File: config.mk
export PLATFORM = sky130hd
export DESIGN_NAME = framebuffer_scanout
export DESIGN_NICKNAME = d
export VERILOG_FILES = /design/src/rtl/framebuffer_scanout.sv
export SDC_FILE = /design/constraint.sdc
export NUM_CORES = 1
export LEC_CHECK = 0
export CORE_MARGIN = 10
export CORE_UTILIZATION = 49
export DETAILED_ROUTE_END_ITERATION = 12
export PLACE_DENSITY = 0.73
export REMOVE_ABC_BUFFERS = 1
export SYNTH_ARGS = -nofsm -noshare
export SYNTH_HDL_FRONTEND = slang
export SYNTH_SLANG_ARGS = --single-unit
File: constraint.sdc
create_clock -name iCLK -period 3.6 [get_ports iCLK]
set_clock_uncertainty 0.05 [all_clocks]
set_input_delay 0.54 -clock iCLK [delete_from_list [all_inputs] [get_ports iCLK]]
set_output_delay 0.54 -clock iCLK [all_outputs]
set_load 0.05 [all_outputs]
File: src/rtl/framebuffer_scanout.sv
// Raster-order framebuffer reader: prefetches SRAM words into a small FIFO
// and returns one registered 12-bit RGB pixel per display request.
module framebuffer_scanout #(
  parameter int H_RES      = 640,
  parameter int V_RES      = 400,
  parameter int FIFO_DEPTH = 8
) (
  input  logic        iCLK,
  input  logic        iRST_N,
  input  logic        iVIDEO_ON,
  input  logic        iFRAME_START,
  input  logic        iPIXEL_REQ,
  output logic [17:0] oMEM_ADDR,
  output logic        oMEM_READ,
  input  logic [15:0] iMEM_DATA,
  output logic [3:0]  oRED,
  output logic [3:0]  oGREEN,
  output logic [3:0]  oBLUE,
  output logic        oPIXEL_VALID,
  output logic        oUNDERFLOW,
  output logic        oFRAME_DONE
);

  localparam int TOTAL = H_RES * V_RES;
  localparam int AW    = $clog2(FIFO_DEPTH);
  localparam logic [17:0] LAST_ADDR = 18'(TOTAL - 1);

  typedef enum logic [1:0] {IDLE, RUN, DRAIN, FAULT} state_t;

  state_t state_reg, state_next;

  logic [17:0]   addr_cnt_reg;
  logic [17:0]   mem_addr_reg;
  logic          mem_read_reg;
  logic          data_pend_reg;
  logic [AW-1:0] wr_ptr_reg, rd_ptr_reg;
  logic [AW:0]   count_reg, count_next;
  logic [11:0]   pix_reg;
  logic          valid_reg, underflow_reg, frame_done_reg;
  logic [11:0]   fifo_mem [FIFO_DEPTH];

  logic          active, pop, underflow, push, issue, last_pop, flush;
  logic [AW+1:0] occupancy;

  // State register
  always_ff @(posedge iCLK or negedge iRST_N) begin
    if (!iRST_N) state_reg <= IDLE;
    else         state_reg <= state_next;
  end

  // Next-state logic
  always_comb begin
    state_next = state_reg;
    if (iFRAME_START) begin
      state_next = RUN;
    end else begin
      case (state_reg)
        RUN: begin
          if (underflow)                           state_next = FAULT;
          else if (issue && addr_cnt_reg == LAST_ADDR) state_next = DRAIN;
        end
        DRAIN: begin
          if (underflow)     state_next = FAULT;
          else if (last_pop) state_next = IDLE;
        end
        default: state_next = state_reg;
      endcase
    end
  end

  // Control outputs; occupancy counts both reads in flight so the FIFO never overflows
  always_comb begin
    active    = (state_reg == RUN) || (state_reg == DRAIN);
    pop       = 1'b0;
    underflow = 1'b0;
    push      = 1'b0;
    issue     = 1'b0;
    last_pop  = 1'b0;
    occupancy = {1'b0, count_reg} + (AW+2)'(mem_read_reg) + (AW+2)'(data_pend_reg);
    if (!iFRAME_START) begin
      pop       = iPIXEL_REQ && active && (count_reg != '0);
      underflow = iPIXEL_REQ && active && (count_reg == '0);
      push      = data_pend_reg && active && !underflow;
      issue     = (state_reg == RUN) && iVIDEO_ON && !underflow &&
                  (occupancy < (AW+2)'(FIFO_DEPTH));
      last_pop  = (state_reg == DRAIN) && pop && (count_reg == (AW+1)'(1)) &&
                  !mem_read_reg && !data_pend_reg;
    end
    flush = iFRAME_START || underflow;
  end

  always_comb begin
    count_next = count_reg;
    if (flush)              count_next = '0;
    else if (push && !pop)  count_next = count_reg + (AW+1)'(1);
    else if (pop && !push)  count_next = count_reg - (AW+1)'(1);
  end

  // Prefetch storage: no reset so it maps onto RAM
  always_ff @(posedge iCLK) begin
    if (push) fifo_mem[wr_ptr_reg] <= iMEM_DATA[11:0];
  end

  always_ff @(posedge iCLK or negedge iRST_N) begin
    if (!iRST_N) begin
      addr_cnt_reg   <= '0;
      mem_addr_reg   <= '0;
      mem_read_reg   <= 1'b0;
      data_pend_reg  <= 1'b0;
      wr_ptr_reg     <= '0;
      rd_ptr_reg     <= '0;
      count_reg      <= '0;
      pix_reg        <= '0;
      valid_reg      <= 1'b0;
      underflow_reg  <= 1'b0;
      frame_done_reg <= 1'b0;
    end else begin
      mem_read_reg   <= issue;
      // A read already on the bus during a flush returns data that is dropped
      data_pend_reg  <= mem_read_reg && !flush;
      count_reg      <= count_next;
      valid_reg      <= pop;
      pix_reg        <= pop ? fifo_mem[rd_ptr_reg] : 12'h000;
      frame_done_reg <= last_pop;
      if (issue) begin
        mem_addr_reg <= addr_cnt_reg;
        addr_cnt_reg <= addr_cnt_reg + 18'd1;
      end
      if (iFRAME_START) addr_cnt_reg <= '0;
      if (flush) begin
        wr_ptr_reg <= '0;
        rd_ptr_reg <= '0;
      end else begin
        if (push) wr_ptr_reg <= wr_ptr_reg + AW'(1);
        if (pop)  rd_ptr_reg <= rd_ptr_reg + AW'(1);
      end
      if (iFRAME_START)   underflow_reg <= 1'b0;
      else if (underflow) underflow_reg <= 1'b1;
    end
  end

  logic [3:0] chan [3];
  genvar gi;
  generate
    for (gi = 0; gi < 3; gi++) begin : g_chan
      assign chan[gi] = pix_reg[4*gi +: 4];
    end
  endgenerate

  assign oBLUE        = chan[0];
  assign oGREEN       = chan[1];
  assign oRED         = chan[2];
  assign oMEM_ADDR    = mem_addr_reg;
  assign oMEM_READ    = mem_read_reg;
  assign oPIXEL_VALID = valid_reg;
  assign oUNDERFLOW   = underflow_reg;
  assign oFRAME_DONE  = frame_done_reg;

endmodule
Word-level counts from Yosys, hierarchy flattened

Memory sizes are Yosys's and may differ from the RTL's.
Cells that the tools add are included.

Bits in registers: 65
Bits in writable memories: 96
Input bits: 21
Output and inout port bits: 34
Logic and storage cells: 85
Memories kept: 1

Memory list:

| name     | depth | bits a word | rd ports | clocked after memory_dff | wr ports | RTL line | RTL |
|---|---|---|---|---|---|---|---|
| fifo_mem | 8     | 12          | 1        | 0                        | 1        | 40       | `logic [11:0] fifo_mem [FIFO_DEPTH];` |

$add $sub $neg: 7
Order comparisons: 1
Equal/unequal tests: 6
Muxes and demuxes: 25
Reduce and logical (&&, ||, !) cells: 33

Operators with widths:

| operator                                                             | count |
|---|---|
| 18-bit two-way mux                                                   | 2 |
| 18-bit by 1-bit adder with 18-bit output, second input constant      | 1 |
| 18-bit == test, second input constant                                | 1 |
| 1-bit logical AND                                                    | 16 |
| 12-bit two-way mux                                                   | 1 |
| 3-bit two-way mux                                                    | 4 |
| 4-bit two-way mux                                                    | 3 |
| 2-bit two-way mux                                                    | 5 |
| 1-bit two-way mux                                                    | 9 |
| 4-bit != test, second input constant                                 | 2 |
| 2-bit nonzero test                                                   | 4 |
| 3-bit by 1-bit adder with 3-bit output, second input constant        | 2 |
| 1-bit zero test                                                      | 6 |
| 3-bit nonzero test                                                   | 2 |
| 4-bit by 1-bit adder with 5-bit output                               | 1 |
| 5-bit by 1-bit adder with 5-bit output                               | 1 |
| 5-bit by 4-bit < comparator with 1-bit output, second input constant | 1 |
| 4-bit by 1-bit adder with 4-bit output, second input constant        | 1 |
| 4-bit by 1-bit == test with 1-bit output, second input constant      | 1 |
| 4-bit zero test                                                      | 1 |
| 2-bit one-hot mux with 2 select lines                                | 1 |
| 4-bit nonzero test                                                   | 1 |
| 4-bit by 1-bit subtractor with 4-bit output, second input constant   | 1 |
| 3-bit AND reduction                                                  | 1 |
| 3 further kinds                                                      | 4 |

Depth between registers and ports, before layout

Depth after elaboration: 13
Gate-level depth with buffers: 9
Gate-level depth less buffers: 8

Worst setup path after synthesis

OpenSTA, ideal clock, no wires.

Kind: reg-to-reg
Start: register count_reg[0]
End: memory fifo_mem[1][0], enable pin
Setup time: 0.396 ns
Arrival time: 2.497 ns
Required time: 3.154 ns
Slack: 0.656 ns
Cell stages (with the launch flop): 10
Buffers on the path: 2
Clock period less this slack: 2.944 ns
Cell sequence: dfrtp_1 inv_1 ha_1 or3b_4 nor2_1 buf_2 buf_2 nor2_1 nand3_1 nor3_1

Longest elaborated chain between the ends: 7

RTL lines:

| element                                 | RTL line | RTL |
|---|---|---|
| start, declared                         | 37       | `logic [AW:0] count_reg, count_next;` |
| start signal, assigned                  | 121      | `count_reg <= count_next;` |
| 4-bit zero test                         | 82       | `underflow = iPIXEL_REQ && active && (count_reg == '0);` |
| 1-bit logical AND                       | 82       |  |
| 1-bit zero test                         | 83       | `push = data_pend_reg && active && !underflow;` |
| 1-bit logical AND                       | 83       |  |
| 1-bit two-way mux                       | 80       | `if (!iFRAME_START) begin` |
| 1-bit two-way mux                       | 101      | `if (push) fifo_mem[wr_ptr_reg] <= iMEM_DATA[11:0];` |
| 1-bit two-way mux (implied by the code) | 101      |  |
| end, declared                           | 40       |  |

No other way between the ends.

Final worst setup path

Start: register count_reg[1]
End: register addr_cnt_reg[0]

Longest elaborated chain between the ends: 7
Elaborated cells on any way between the ends: 10

RTL lines:

| element                                                                                        | RTL line | RTL |
|---|---|---|
| parallel branches: the longest is 4 deep, another holds 4-bit by 1-bit adder with 5-bit output | -        |  |
| 1-bit logical AND (*)                                                                          | 84       | `issue = (state_reg == RUN) && iVIDEO_ON && !underflow &&` |
| 1-bit two-way mux (*)                                                                          | 80       |  |
| 2-bit nonzero test (no line) (*)                                                               | -        |  |
| end signal, assigned                                                                           | 127      | `addr_cnt_reg <= addr_cnt_reg + 18'd1;` |
| end, declared                                                                                  | 32       | `logic [17:0] addr_cnt_reg;` |

Mark *: on every way between the ends.
A chain may end at the register's enable or synchronous reset.

==> results.yml <==
synthesis:
  netlist_instances: 453
  ys_types: 45
  synth_edf_count: 96
  yosysMostFrequentCell: "edfxtp_1"
  synth_commonest_cells: "96 x edfxtp_1, 72 x nand2_1, 65 x dfrtp_1"
  synthArstFlopShare_pct: 40.4
  synth_top_family_by_area: "simple AND/OR/NAND/NOR gates"
  synth-seq-cells: 161
  synth_ff_type: "edfxtp_1"
  synth_top_area_share_pct: 43.9
  synth_compound_area_share_pct: 2.48
  yosysWarnings: 0
  avgSynthCellArea_um2: 14.5
  yosys.area_share.simple_pct: 11.9
  syn_area_mm2: 0.00657
  muxShareOfSynthArea_pct: 10.5
  synth_xor_xnor_area_share_pct: 2.53
  yosys-top-cells-area: "edfxtp_1 44%, dfrtp_1 25%, mux4_2 8.2%, nand2_1 4.1%, nor2_1 2.6%"
  synth_area_leader_cell: "edfxtp_1"
  synth_fa_ha_area_share_pct: 1.87
  synth-seq-area-share_pct: 68.7
critical_path:
  path_class: "reg2reg"
  r2r_slack_ps: 730
  slowest_stage: "dfrtp_1"
  crit_arrival_ps: 3120
  path_buf_inv: 2
  crit_path_max_fanout: 21
  critPathLaunchType: "flop"
  max_stage_delay_ps: 430
  path_delay_family: "simple AND/OR/NAND/NOR gates"
  cp-end-kind: "flop"
  cpMostUsedCell: "inv_1"
  crit_chain: "inv_1 > ha_1 > or3b_4 > o21ai_2 > or2_1 > inv_1 > mux2_2"
  crit_required_ps: 3860
run:
  drv_cap: 0
finish:
  nets: 546
  fillers: 999
  syn_to_final_growth_pct: 20.2
  drive_gt1_share_pct: 13.8
  final_cells: 704
  largest_reg_flops: 96
  n_antenna_cell: 0
detailed_routing:
  first_pass_iters: 4
  drt_iter0_drc: 364
  viasPerCell: 5.44
  vias: 3832
  wl_per_cell_um: 18.3
  wl_um: 12900
  drc: 0
  ant_nets: 0
clock_tree:
  cts-root-buf: "clkbuf_16"
  cts_buffer_depth: 2
  cts_tree: "yes"
  clock_latency_ps: 430
  clkSlewWorstSetupHoldPaths_ps: 60
  cts_made_buffers: 17
  post_cts_resized: 0
  h-tree-depth: 4
  hold_buffers: 0
  cts_setup_buffers: 0
  cts.sinks: 161
die:
  start_util_pct: 49.8
  die-area_mm2: 0.0184
  fp.dieH_um: 136
  coreArea_mm2: 0.0132
  die_w_um: 136
  pin_count: 55
  rows: 42
grt:
  antenna_found_initial: 0
  grt_max_degree: 45
  overflow: 0
  grt_pass1_wl_um: 21600
  grt_usage_pct: 15.3
  grt_pass1_vias: 4136
placed_design:
  place_congestion: 0.781
  dp_hpwl_um: 8210
  port-buffer-count: 50
  dpl.cell_count: 673
sta:
  rsz0062_at_grt: "no"
  fin_crit_ps: 2870
  hold_viol_final: 0
  setup_tns_ps: 0
  post-route-period-util_pct: 79.6
  setup_violations: 0
  worst_pin_slew_ps: 1170
  max_freq_ghz: 0.349
  slew_viol_final: 0
  max-slew-margin-rel_pct: 22.3
hold_path:
  hp-class: "in2async"
power_and_ir_drop:
  power-per-cell-area_mw_per_mm2: 577
  vdd_drop_max_uv: 491
  leakagePower_nw: 2.96
status:
  status: "complete, no violations"
==> area by class of cell <==
| cell class | instances | area (um^2) | share of cell area [%] |
|---|---|---|---|
| sequential | 161 | 4510 | 57.1 |
| multi-input combinational | 260 | 1920 | 24.4 |
| timing repair buffer | 65 | 608 | 7.70 |
| clock buffer | 18 | 429 | 5.44 |
| tap | 176 | 220 | 2.79 |
| clock inverter | 13 | 158 | 2.00 |
| inverter | 11 | 43.8 | 0.555 |
==> routing by layer <==
layer | track usage (%) | wire [um] | vias up
met4 | 5.02 | 89 | 0
met5 | 0 | 0 | -
met1 | 18.6 | 5240 | 1938
li1 | - | - | 1785
met2 | 25.0 | 6740 | 100
met3 | 5.04 | 840 | 9
==> power breakdown <==
group | switching, W | internal, W
sequential | 0.0000673 | 0.00202
combinational | 0.000412 | 0.000264
clock | 0.000710 | 0.00109
==> kinds of logic (layout without fill, tap and decap cells) <==
family                   count (synthesis)  in the layout
AO/OA/AOI/OAI                           23             23
XOR/XNOR                                19             19
adder cells (fa/ha/maj)                 10             10
buffers and inverters                   32            107
flip-flops                             161            161
multiplexers                            39             39
AND/OR/NAND/NOR                        169            169
==> path summary, 6_finish.rpt <==
check	start	endpoint	depth (start not counted)
worst max-delay path	count_reg[1]	addr_cnt_reg[0]	7
worst min-delay path	iRST_N	oMEM_ADDR[16]	1
worst max register to register	count_reg[1]	addr_cnt_reg[0]	7
worst min register to register	oMEM_ADDR[7]	oMEM_ADDR[7]	2
max in group asynchronous	iRST_N	count_reg[3]	2
min in group iCLK	oMEM_ADDR[7]	oMEM_ADDR[7]	2
==> stage by stage <==
stage / hold slack (ps) / power [W] / setup slack [ps] / util, % / cell area (um^2)
2_1_floorplan: 194 / 0.00255 / 782 / - / 6480
3_3_place_gp: 408 / 0.00277 / 822 / 55.4 / 7310
3_5_place_dp: 412 / 0.00280 / 761 / 55.4 / 7310
4_1_cts: 68.5 / 0.00460 / 733 / 59.8 / 7890
5_1_grt: 84.9 / 0.00475 / 534 / 59.8 / 7890
6_report: 53.5 / 0.00456 / 734 / 59.8 / 7890
==> cells in the final DEF, fill, tap and decap left out, types with 3 or more instances in the layout <==
master           synthesis  routed
edfxtp_1                96      96
inv_1                   10      10
nand4_1                  6       6
clkbuf_16                0      17
buf_4                    0      15
bufinv_16                0       3
inv_6                    0       4
nand3_1                  6       6
and3_1                   4       4
nor2_1                  45      45
nor3_1                   6       6
mux2i_1                 14      14
xnor2_1                 18      18
clkdlybuf4s50_1          0      49
dfrtp_1                 65      65
clkinv_1                 0       3
a21oi_1                  3       3
nand2b_1                 4       4
nand2_1                 72      72
o21ai_0                  6       6
mux4_2                  24      24
nor4_1                  10      10
o311ai_0                 3       3
ha_1                     9       9
No activity file was read; power rests on OpenSTA's default activity.
==> RTL edit (same flow settings) <==
The parameter `FIFO_DEPTH` goes from 8 to 16.
--- a/src/rtl/framebuffer_scanout.sv
+++ b/src/rtl/framebuffer_scanout.sv
@@ -3,7 +3,7 @@
 module framebuffer_scanout #(
   parameter int H_RES      = 640,
   parameter int V_RES      = 400,
-  parameter int FIFO_DEPTH = 8
+  parameter int FIFO_DEPTH = 16
 ) (
   input  logic        iCLK,
   input  logic        iRST_N,
Function: same outputs for any inputs over 4 cycles, from zero or initial values and one cycle with iRST_N low; that may be too few to reach the edited logic, so the function may still have changed.
==> RTL edit against the unedited design <==
- clock power rose by 48%
- sequential cell count rose by 99
- hold slack improved by 0.032 ns
- via count rose by 42%
- total power rose by 43%
- routed wire length rose by 59%
- utilization fell by 1.6 points
- combinational power fell by 21%
- synthesized cell count rose by 30%
- worst setup slack got worse by 0.20 ns
- sequential power rose by 59%
- cell area rose by 56%
- area after synthesis rose by 60%
- critical endpoint is now fifo_mem[5][9]
- largest cell class unchanged
==> RTL edit: results <==
{
  "m1WireLength_um": 8570,
  "via_count": 5438,
  "synthArstFlopShare": 0.262,
  "p_leak_nw": 4.27,
  "rrSetupSlack_ns": 0.54,
  "largest_reg_flops": 192,
  "inv_count": 16,
  "clock-sinks": 260,
  "nets": 695,
  "timing.rr.end": "fifo_mem[5][9]",
  "clock_latency_ns": 0.53,
  "yosysSeqAreaShare": 0.709,
  "buf_share": 0.0554,
  "grt_usage": 0.149,
  "r2r_start": "state_reg[0]",
  "drive_above_1_share": 0.211,
  "fin_hold_ws_ns": 0.0859,
  "n_clock_buffer": 35,
  "dpl.hpwl_um": 12600,
  "worstPathArrival_ns": 3.25,
  "seqPwrFrac": 0.508,
  "signal_buffers": 71,
  "switching_share": 0.227,
  "cts_buffers": 27,
  "worstMarginPinSlew_ns": 1.01,
  "grt_pass1_vias": 5689,
  "grt_pass1_wl_um": 33100,
  "yosys-top-cells-area": "edfxtp_1 (55%), dfrtp_1 (16%), mux4_2 (13%)",
  "routedWlPerCell_um": 21.5,
  "clock_area_frac": 0.0704,
  "clock_power_share": 0.410,
  "grt_max_degree": 69,
  "synth_cell_types": 52,
  "synth_commonest_cells": "edfxtp_1 (192), dfrtp_1 (68), mux4_2 (60)",
  "peakVddDrop_uv": 415,
  "clockBufferDepth": 3,
  "fillers": 1557,
  "syn_avg_cell_area_sq_um": 17.8,
  "synth_edf_count": 192,
  "placed_cells": 907,
  "cp_max_fo": 7,
  "gp_congestion": 0.876,
  "status": "complete, no violations",
  "multi_input_area_share": 0.233
}
## RTL edit: metrics by stage
step                setup WS, ns  total power, W   util  instance area (sq um)
CTS                        0.489         0.00658  0.583                  12300
global placement           0.439         0.00388  0.542                  11400
detailed placement         0.268         0.00391  0.542                  11400
finish                     0.539         0.00652  0.583                  12300
global route               0.343         0.00678  0.583                  12300
floorplan                  0.153         0.00371      -                  10400
## RTL edit: worst reg2reg max path: stages (launching register included)
cell and delay (ns):
dfrtp_1 0.39, inv_1 0.06, ha_1 0.35, nand2b_1 0.30, o21ai_2 0.10, nor2_1 0.25, nand2_1 0.19, nor2_1 0.75
buf_4 0.31
## RTL edit: routing by layer
| layer | GRT usage | vias to the layer above |
|---|---|---|
| met1 | 0.201 | 2821 |
| met3 | 0.0285 | 33 |
| met5 | 0 | - |
| met4 | 0.0305 | 0 |
| li1 | - | 2429 |
| met2 | 0.247 | 155 |
## RTL edit: cell families after synthesis
| group | after synthesis | share of synthesized area |
|---|---|---|
| buf+inv | 46 | 0.0209 |
| mux | 78 | 0.147 |
| compound gates | 34 | 0.0202 |
| xor+xnor | 20 | 0.0166 |
| flops | 260 | 0.709 |
| fa+ha+maj | 13 | 0.0154 |
| simple gates | 140 | 0.0708 |
## RTL edit: how the worst max path moves through the flow
stage / start / endpoint / slack, ns / cells past startpoint
final: state_reg[0] / fifo_mem[5][9] / 0.54 / 8
after global routing: state_reg[0] / fifo_mem[5][2] / 0.34 / 8
after CTS: state_reg[0] / fifo_mem[5][9] / 0.49 / 8
after detailed placement: iPIXEL_REQ / fifo_mem[5][2] / 0.27 / 7
after global placement: iPIXEL_REQ / fifo_mem[5][2] / 0.44 / 7
after floorplan: rd_ptr_reg[0] / pix_reg[0] / 0.15 / 3
